$ cat config.mk
export PLATFORM = sky130hd
export DESIGN_NAME = mem_arb
export DESIGN_NICKNAME = d
export VERILOG_FILES = /design/src/rtl/mem_arb_pkg.sv /design/src/rtl/mem_arb.sv
export SDC_FILE = /design/constraint.sdc
export NUM_CORES = 1
export LEC_CHECK = 0
export BUFFER_PORTS_ARGS = -buffer_cell sky130_fd_sc_hd__buf_2
export CAP_MARGIN = 40
export CORE_MARGIN = 2
export CORE_UTILIZATION = 43
export CTS_BUF_LIST = sky130_fd_sc_hd__clkbuf_4 sky130_fd_sc_hd__clkbuf_8
export CTS_CLUSTER_SIZE = 20
export DETAILED_ROUTE_END_ITERATION = 8
export PLACE_DENSITY = 0.78
export SYNTH_ARGS = -nofsm -noshare
export SYNTH_HDL_FRONTEND = slang
export SYNTH_SLANG_ARGS = --single-unit
export TNS_END_PERCENT = 30
$ cat constraint.sdc
create_clock -name clk -period 1.63 [get_ports clk]
set_input_delay 0.4075 -clock clk [delete_from_list [all_inputs] [get_ports clk]]
set_output_delay 0.4075 -clock clk [all_outputs]
set_load 0.01 [all_outputs]
$ cat src/rtl/mem_arb_pkg.sv
`default_nettype none
// ============================================================================
//  Module   : mem_arb_pkg
//  Purpose  : Shared state encoding and default widths for the memory arbiter.
//  Revision : 1.0 - initial release
// ============================================================================
package mem_arb_pkg;

    localparam int c_RV_DEFAULT = 16;
    localparam int c_PA_DEFAULT = c_RV_DEFAULT;

    typedef enum logic [1:0] {
        IDLE  = 2'd0,
        BUS_I = 2'd1,
        BUS_D = 2'd2,
        FAULT = 2'd3
    } state_t;

endpackage
`default_nettype wire

$ cat src/rtl/mem_arb.sv
`default_nettype none
// ============================================================================
//  Module   : mem_arb
//  Purpose  : Arbitrates fetch and data requests onto one memory bus, with MMU
//             fault handling. Define MEM_ARB_RR_EN for round-robin arbitration.
//  Revision : 1.0 - initial release
// ============================================================================
module mem_arb
    import mem_arb_pkg::*;
#(
    parameter int RV = c_RV_DEFAULT,
    parameter int PA = RV
) (
    input  logic                 clk,
    input  logic                 reset_n,
    // fetch port
    input  logic                 i_req,
    input  logic [PA-RV/16-1:0]  i_addr,
    output logic                 i_ack,
    output logic                 i_err,
    output logic [RV-1:0]        i_rdata,
    // data port
    input  logic                 d_rd,
    input  logic                 d_wr,
    input  logic [RV/8-1:0]      d_bsel,
    input  logic [PA-RV/16-1:0]  d_addr,
    input  logic [RV-1:0]        d_wdata,
    output logic                 d_ack,
    output logic                 d_err,
    output logic [RV-1:0]        d_rdata,
    // mmu port
    output logic                 mmu_is_pc,
    output logic                 mmu_is_read,
    output logic                 mmu_is_write,
    input  logic                 mmu_miss_fault,
    input  logic                 mmu_prot_fault,
    output logic                 mmu_fault,
    // bus port
    output logic                 mem_req,
    output logic                 mem_we,
    output logic [RV/8-1:0]      mem_bsel,
    output logic [PA-RV/16-1:0]  mem_addr,
    output logic [RV-1:0]        mem_wdata,
    input  logic                 mem_ready,
    input  logic [RV-1:0]        mem_rdata
);

    state_t r_state;
    state_t w_state_nxt;
    logic   r_sel_d;
    logic   r_sel_wr;
    logic   w_req_i;
    logic   w_req_d;
    logic   w_pick_d;
    logic   w_grant_i;
    logic   w_grant_d;
    logic   w_fault;

`ifdef MEM_ARB_RR_EN
    logic   r_last_d;
`endif

    always_comb begin
        // A requester keeps its inputs up during its ack cycle; mask it so it is not re-granted.
        w_req_i = i_req & ~i_ack;
        w_req_d = (d_rd | d_wr) & ~d_ack;
`ifdef MEM_ARB_RR_EN
        w_pick_d = w_req_d & (~w_req_i | ~r_last_d);
`else
        w_pick_d = w_req_d;
`endif
        w_grant_d   = (r_state == IDLE) & w_pick_d;
        w_grant_i   = (r_state == IDLE) & w_req_i & ~w_pick_d;
        w_fault     = mmu_miss_fault | mmu_prot_fault;

        w_state_nxt  = r_state;
        mmu_is_pc    = 1'b0;
        mmu_is_read  = 1'b0;
        mmu_is_write = 1'b0;

        case (r_state)
            IDLE: begin
                mmu_is_pc    = w_grant_i;
                mmu_is_write = w_grant_d & d_wr;
                mmu_is_read  = w_grant_d & d_rd & ~d_wr;
                if (w_grant_i | w_grant_d) begin
                    if (w_fault)        w_state_nxt = FAULT;
                    else if (w_grant_d) w_state_nxt = BUS_D;
                    else                w_state_nxt = BUS_I;
                end
            end
            BUS_I, BUS_D: begin
                if (mem_ready) w_state_nxt = IDLE;
            end
            FAULT: begin
                mmu_is_pc    = ~r_sel_d;
                mmu_is_write = r_sel_d & r_sel_wr;
                mmu_is_read  = r_sel_d & ~r_sel_wr;
                w_state_nxt  = IDLE;
            end
            default: w_state_nxt = IDLE;
        endcase
    end

    always_ff @(posedge clk or negedge reset_n) begin
        if (!reset_n) begin
            r_state   <= IDLE;
            r_sel_d   <= 1'b0;
            r_sel_wr  <= 1'b0;
            mem_req   <= 1'b0;
            mem_we    <= 1'b0;
            mem_bsel  <= '0;
            mem_addr  <= '0;
            mem_wdata <= '0;
            i_ack     <= 1'b0;
            i_err     <= 1'b0;
            i_rdata   <= '0;
            d_ack     <= 1'b0;
            d_err     <= 1'b0;
            d_rdata   <= '0;
            mmu_fault <= 1'b0;
`ifdef MEM_ARB_RR_EN
            r_last_d  <= 1'b0;
`endif
        end else begin
            r_state   <= w_state_nxt;
            i_ack     <= 1'b0;
            i_err     <= 1'b0;
            d_ack     <= 1'b0;
            d_err     <= 1'b0;
            mmu_fault <= 1'b0;
            case (r_state)
                IDLE: begin
                    if (w_grant_i | w_grant_d) begin
                        r_sel_d  <= w_grant_d;
                        r_sel_wr <= w_grant_d & d_wr;
`ifdef MEM_ARB_RR_EN
                        r_last_d <= w_grant_d;
`endif
                        if (w_fault) begin
                            mmu_fault <= 1'b1;
                        end else begin
                            mem_req   <= 1'b1;
                            mem_we    <= w_grant_d & d_wr;
                            mem_bsel  <= w_grant_d ? d_bsel : '1;
                            mem_addr  <= w_grant_d ? d_addr : i_addr;
                            mem_wdata <= w_grant_d ? d_wdata : '0;
                        end
                    end
                end
                BUS_I, BUS_D: begin
                    if (mem_ready) begin
                        mem_req <= 1'b0;
                        if (r_state == BUS_I) begin
                            i_rdata <= mem_rdata;
                            i_ack   <= 1'b1;
                        end else begin
                            d_rdata <= mem_rdata;
                            d_ack   <= 1'b1;
                        end
                    end
                end
                FAULT: begin
                    if (r_sel_d) begin
                        d_ack <= 1'b1;
                        d_err <= 1'b1;
                    end else begin
                        i_ack <= 1'b1;
                        i_err <= 1'b1;
                    end
                end
                default: ;
            endcase
        end
    end

endmodule
`default_nettype wire
-- Word-level counts from Yosys, hierarchy flattened
Index checks and enable logic that the tools add are counted.
- register bits after elaboration: 76
- logic and storage cells: 79
- equal/unequal tests: 6
- muxes and demuxes: 28
- bitwise operators: 21
- reductions and logical operators: 9
- operators with widths (kind ; count):
    16-bit two-way mux ; 1
    15-bit two-way mux ; 1
    1-bit two-way mux ; 14
    1-bit case mux with 2 select lines ; 6
    1-bit AND ; 10
    2-bit two-way mux ; 5
    3-bit AND reduction ; 3
    1-bit inverter ; 8
    2-bit case mux with 3 select lines ; 1
    2-bit equality test (second input constant) ; 2
    2-bit inequality test (second input constant) ; 2
    2-bit AND reduction ; 2
    4-bit AND reduction ; 1
    1-bit bitwise OR ; 3
    2-bit by 1-bit equality test with 1-bit output (second input constant) ; 1
    2-bit logical NOT ; 1
    2-bit by 1-bit inequality test with 1-bit output (second input constant) ; 1
    2-bit nonzero test ; 1
    2-bit OR reduction ; 1

-- Longest topological paths before layout
- word-level depth: 7
- mapped depth: 8
- mapped depth without buffers: 6

-- Least setup slack after synthesis
OpenSTA, ideal clock, no wires.
- path type: register -> output
- start: register r_state[0]
- end: output mmu_is_pc
- arrival: 1395 ps
- required time: 1222 ps
- slack: -172 ps
- cell stages (with the launch flop): 7
- buffers on the path: 2
- path through: dfrtp_1 > inv_1 > ha_1 > buf_2 > nand3_1 > buf_2 > a21oi_1
- longest elaborated chain between the ends: 4
- elaborated cells on any way between the ends: 5
- those cells by class: eq/ne (1); mux (1); bitwise (2); reduce/logical (1)
- ends and longest elaborated chain (what ; line ; source):
    start: declaration ; mem_arb.sv:48 ; state_t r_state;
    start signal: assignment ; mem_arb.sv:126 ; r_state <= w_state_nxt;
    2-bit logical NOT ; mem_arb.sv:73, mem_arb.sv:81 ;
    1-bit AND (2 in series) ; mem_arb.sv:73 ; w_grant_i = (r_state == IDLE) & w_req_i & ~w_pick_d;
    1-bit case mux with 2 select lines (*) ; mem_arb.sv:81 ; case (r_state)
    end: declaration ; mem_arb.sv:32 ; output logic mmu_is_pc,
Every way passes the cells marked *; elsewhere a longest branch is shown, timed or not.

-- Final worst setup path
- start: register r_state[1]
- end: output mmu_is_read
- longest elaborated chain between the ends: 5
- elaborated cells on any way between the ends: 6
- those cells by class: eq/ne (1); mux (1); bitwise (3); reduce/logical (1)
- ends and longest elaborated chain (what ; line ; source):
    2-bit logical NOT ; mem_arb.sv:72, mem_arb.sv:81 ;
    1-bit AND ; mem_arb.sv:72 ; w_grant_d = (r_state == IDLE) & w_pick_d;
    1-bit AND (2 in series) ; mem_arb.sv:85 ; mmu_is_read = w_grant_d & d_rd & ~d_wr;
    1-bit case mux with 2 select lines (*) ; mem_arb.sv:81 ;
    end: declaration ; mem_arb.sv:33 ; output logic mmu_is_read,
Marked as above.

==> results.cfg <==
[clocking]
cts-buffers-inserted = 9
clkLatencyLatePin_ns = 0.33
ctsHtreeMaxLevel = 3
cts_sinks = 76
ctsLongestPathBuffers = 2
cts-root-buf = clkbuf_8
clock_transition_at_the_register_clock_pins_on_the_worst_setup_and_hold_paths_after_cts_ns = 0.07
tritoncts_clock_tree = done

[floorplanning]
die_area_um2 = 7744
core_region_area_um2 = 6794
chipHeight_um = 88
fp-row-count = 30
die-width_um = 88
floorplan.initialDensity = 0.4466
num_io_pins = 147

[setup_path]
critPathLaunch = r_state[1]
reg2regPathDepth = 7
critPathSlowestCell = dfrtp_1
timing.critical_path.cells = inv_2 -> ha_4 -> inv_2 -> nor2_4 -> a31oi_1 -> nor2_1 -> buf_2
critical_path_peak_fanout = 3
worst_setup_path_end_kind = output port
worst-r2r-setup-slack_ns = 0.07
critical_path.startpoint_type = flip-flop
worst_path_max_stage_delay_ns = 0.40
top_cell_by_count_worst_path = inv_2
critical_path_required_ns = 1.22
r2r_start = r_state[1]
crit_path_end = mmu_is_read
regToRegEndpoint = mem_wdata[6]
timing.setup.critical_path_class = flip-flop to output port
data_arrival_time_at_the_worst_slack_endpoint_ns = 1.44

[power_and_ir_drop]
power_total_mw = 8.048
max-vdd-ir-drop_mv = 0.9744
pwr-share-clk = 0.149
relative_contribution_of_combinational_cells_to_total_power = 0.451
pint_mw = 5.297
seq_power_share = 0.400
power-per-cell-area_nw_per_um2 = 1869
power.net_switching_mw = 2.751
static-leakage-power_nw = 2.180
power_switching_share = 0.3419

[logic_synthesis]
synth_most_common_cell = dfrtp_1
yosys_most_used_dff = dfrtp_1
syn_nets = 294
synth.largest_area_cell = dfrtp_1
synth-warning-count = 0
synth_cells = 219
synthesized_area_um2 = 3034
synth.yosys.seq_area_share = 0.6268
synth_async_sr_flop_share = 1.000
post_synth_main_area_contributors = dfrtp_1, mux2_2, a22o_1
synth-edff-count = 0
syn_avg_cell_area_um2 = 13.85
synth.lib_cells_used.distinct = 32
synth.top_cells.by_count = dfrtp_1, mux2_2, a22o_1
synth.ff_latch_count = 76
synth.top_cell.area_share = 0.6268

[drt]
finalWirelength_mm = 7.016
routed_via_density = 5.066
remaining_drc_errors = 0
vias = 2447
wl_per_cell_um = 14.53
dr_pass1_iterations = 4
ant_nets = 0
initialDrtViolationCount = 61

[timing]
worst-slew-pin-transition_ns = 0.4036
final-hold-violation-count = 0
clock.fmax_mhz = 542.4
worst_clock_skew_ns = 0.009134
timing.final.setup_violations = 3
report.final.slew_viol_count = 0
final_critical_path_setup_slack_ns = -0.2135
period_needed_ns = 1.844
timing.final.crit_share = 1.131
rsz0062_at_grt = yes
max-slew-margin-rel = 0.7303

[placement]
post-place-ws_ns = -0.1362
port-buffer-count = 146
dp.final_hpwl_mm = 5.197
detailed_place.area_um2 = 3995
routability_congestion = 0.8075

[grt]
grt_max_degree = 34
grtUsageTotal = 0.1842
grt_first_pass_wirelength_mm = 10.96
vias_in_the_first_global_route = 2385
antenna_found_initial = 0
grt.overflow.total = 0

[final_layout]
layout_utilization = 0.6337
finish.net_count = 459
layout-drive-gt1-share = 0.5995
fillerInstances = 553
area_growth_pct = 41.90
diodes = 0
post-route-cell-area_um2 = 4305

[hold_path]
min_delay_path_depth = 2
hold_class = primary input to flip-flop

[outcome]
violated_checks = setup timing
run_status = complete, but fails checks

[job]
max_cap_viol_count = 0
cell type report:
type	count	area (µm²)	area share
clock buffer	12	152.6	0.03545
clock inverter	2	12.51	0.002906
inverter	6	22.52	0.005231
multi-input combinational	124	1117	0.2595
sequential	76	1902	0.4417
tap	96	120.1	0.02790
timing repair buffer	167	978.4	0.2273
per-layer routing:
| layer | share of wire | GRT usage | vias to the layer above |
|---|---|---|---|
| met5 | 0 | 0 | - |
| met4 | 0.014 | 0.06294 | 0 |
| met3 | 0.070 | 0.05844 | 9 |
| met2 | 0.48 | 0.2906 | 101 |
| met1 | 0.43 | 0.2421 | 1196 |
| li1 | - | - | 1141 |
worst max-delay path: cells and delay by family (launching register included):
family / cells / cell delay (ns)
buffers and inverters: 3 / 0.28
AND/OR/NAND/NOR: 2 / 0.21
AO/OA/AOI/OAI: 1 / 0.08
flip-flops: 1 / 0.40
adder cells (fa/ha/maj): 1 / 0.14
per-stage QoR:
| stage | hold WS, ns | std cells | setup TNS, ns |
|---|---|---|---|
| 2_1_floorplan | 0.1119 | 219 | -0.01084 |
| 3_3_place_gp | 0.3264 | 463 | -0.2221 |
| 3_5_place_dp | 0.3266 | 463 | -2.279 |
| 4_1_cts | 0.2795 | 480 | -0.7009 |
| 5_1_grt | 0.2874 | 483 | -0.8657 |
| 6_report | 0.2993 | 483 | -0.5611 |
registers in the layout (all words and copies together) (netlist names):
register / flops
d_ack: 1
d_err: 1
d_rdata: 16
i_ack: 1
i_err: 1
i_rdata: 16
mem_addr: 15
mem_bsel: 2
mem_req: 1
mem_wdata: 16
mem_we: 1
mmu_fault: 1
r_sel_d: 1
r_sel_wr: 1
r_state: 2
placed cells by master (no fill, tap or decap), types with 2 or more instances in the layout:
master,Yosys,routed
a31oi_1,3,3
buf_4,3,14
dfrtp_1,76,76
nand2b_1,3,2
inv_1,6,2
clkbuf_8,0,10
buf_2,7,144
nor2_4,1,3
nor2_1,8,7
a21oi_1,3,2
o22ai_1,15,15
mux2_2,32,32
a2bb2oi_1,15,15
nand2_1,5,3
a22o_1,18,18
buf_6,1,2
inv_2,0,4
o32a_1,2,2
buf_12,0,6
nand2_2,0,2
clkbuf_4,0,2
repair_timing:
item	CTS	global route
hold endpoints to repair	22	0
gates resized for setup	14	9
pin swaps	4	5
hold buffers	1	0
buffers inserted	2	3
endpoints found under the setup margin	24	37
cells by family (layout without fill, tap and decap cells):
family                   count (synthesis)  in the layout  share of synthesized area
multiplexers                            32             32                     0.1188
AND/OR/NAND/NOR                         26             26                    0.04495
AO/OA/AOI/OAI                           63             63                     0.1645
flip-flops                              76             76                     0.6268
adder cells (fa/ha/maj)                  3              3                    0.01237
buffers and inverters                   19            187                    0.03258
power groups by stage:
| stage | clock network (mW) | registers, mW | logic (mW) |
|---|---|---|---|
| after floorplan | 0 | 3.63 | 1.61 |
| final | 1.20 | 3.22 | 3.63 |
| after detailed placement | 0 | 3.23 | 3.44 |
| after global placement | 0 | 3.22 | 3.34 |
| after global routing | 1.33 | 3.32 | 3.96 |
| after CTS | 1.25 | 3.22 | 3.58 |
worst min path at each step:
| stage | slack [ns] | end | startpoint |
|---|---|---|---|
| after floorplan | 0.11 | d_ack | reset_n |
| after global placement | 0.33 | mem_wdata[10] | reset_n |
| after detailed placement | 0.33 | mem_wdata[10] | reset_n |
| after CTS | 0.28 | mem_wdata[5] | d_wdata[5] |
| after global routing | 0.29 | mem_wdata[15] | d_wdata[15] |
| final | 0.30 | mem_wdata[5] | d_wdata[5] |
No activity file was read; power rests on OpenSTA's default activity.
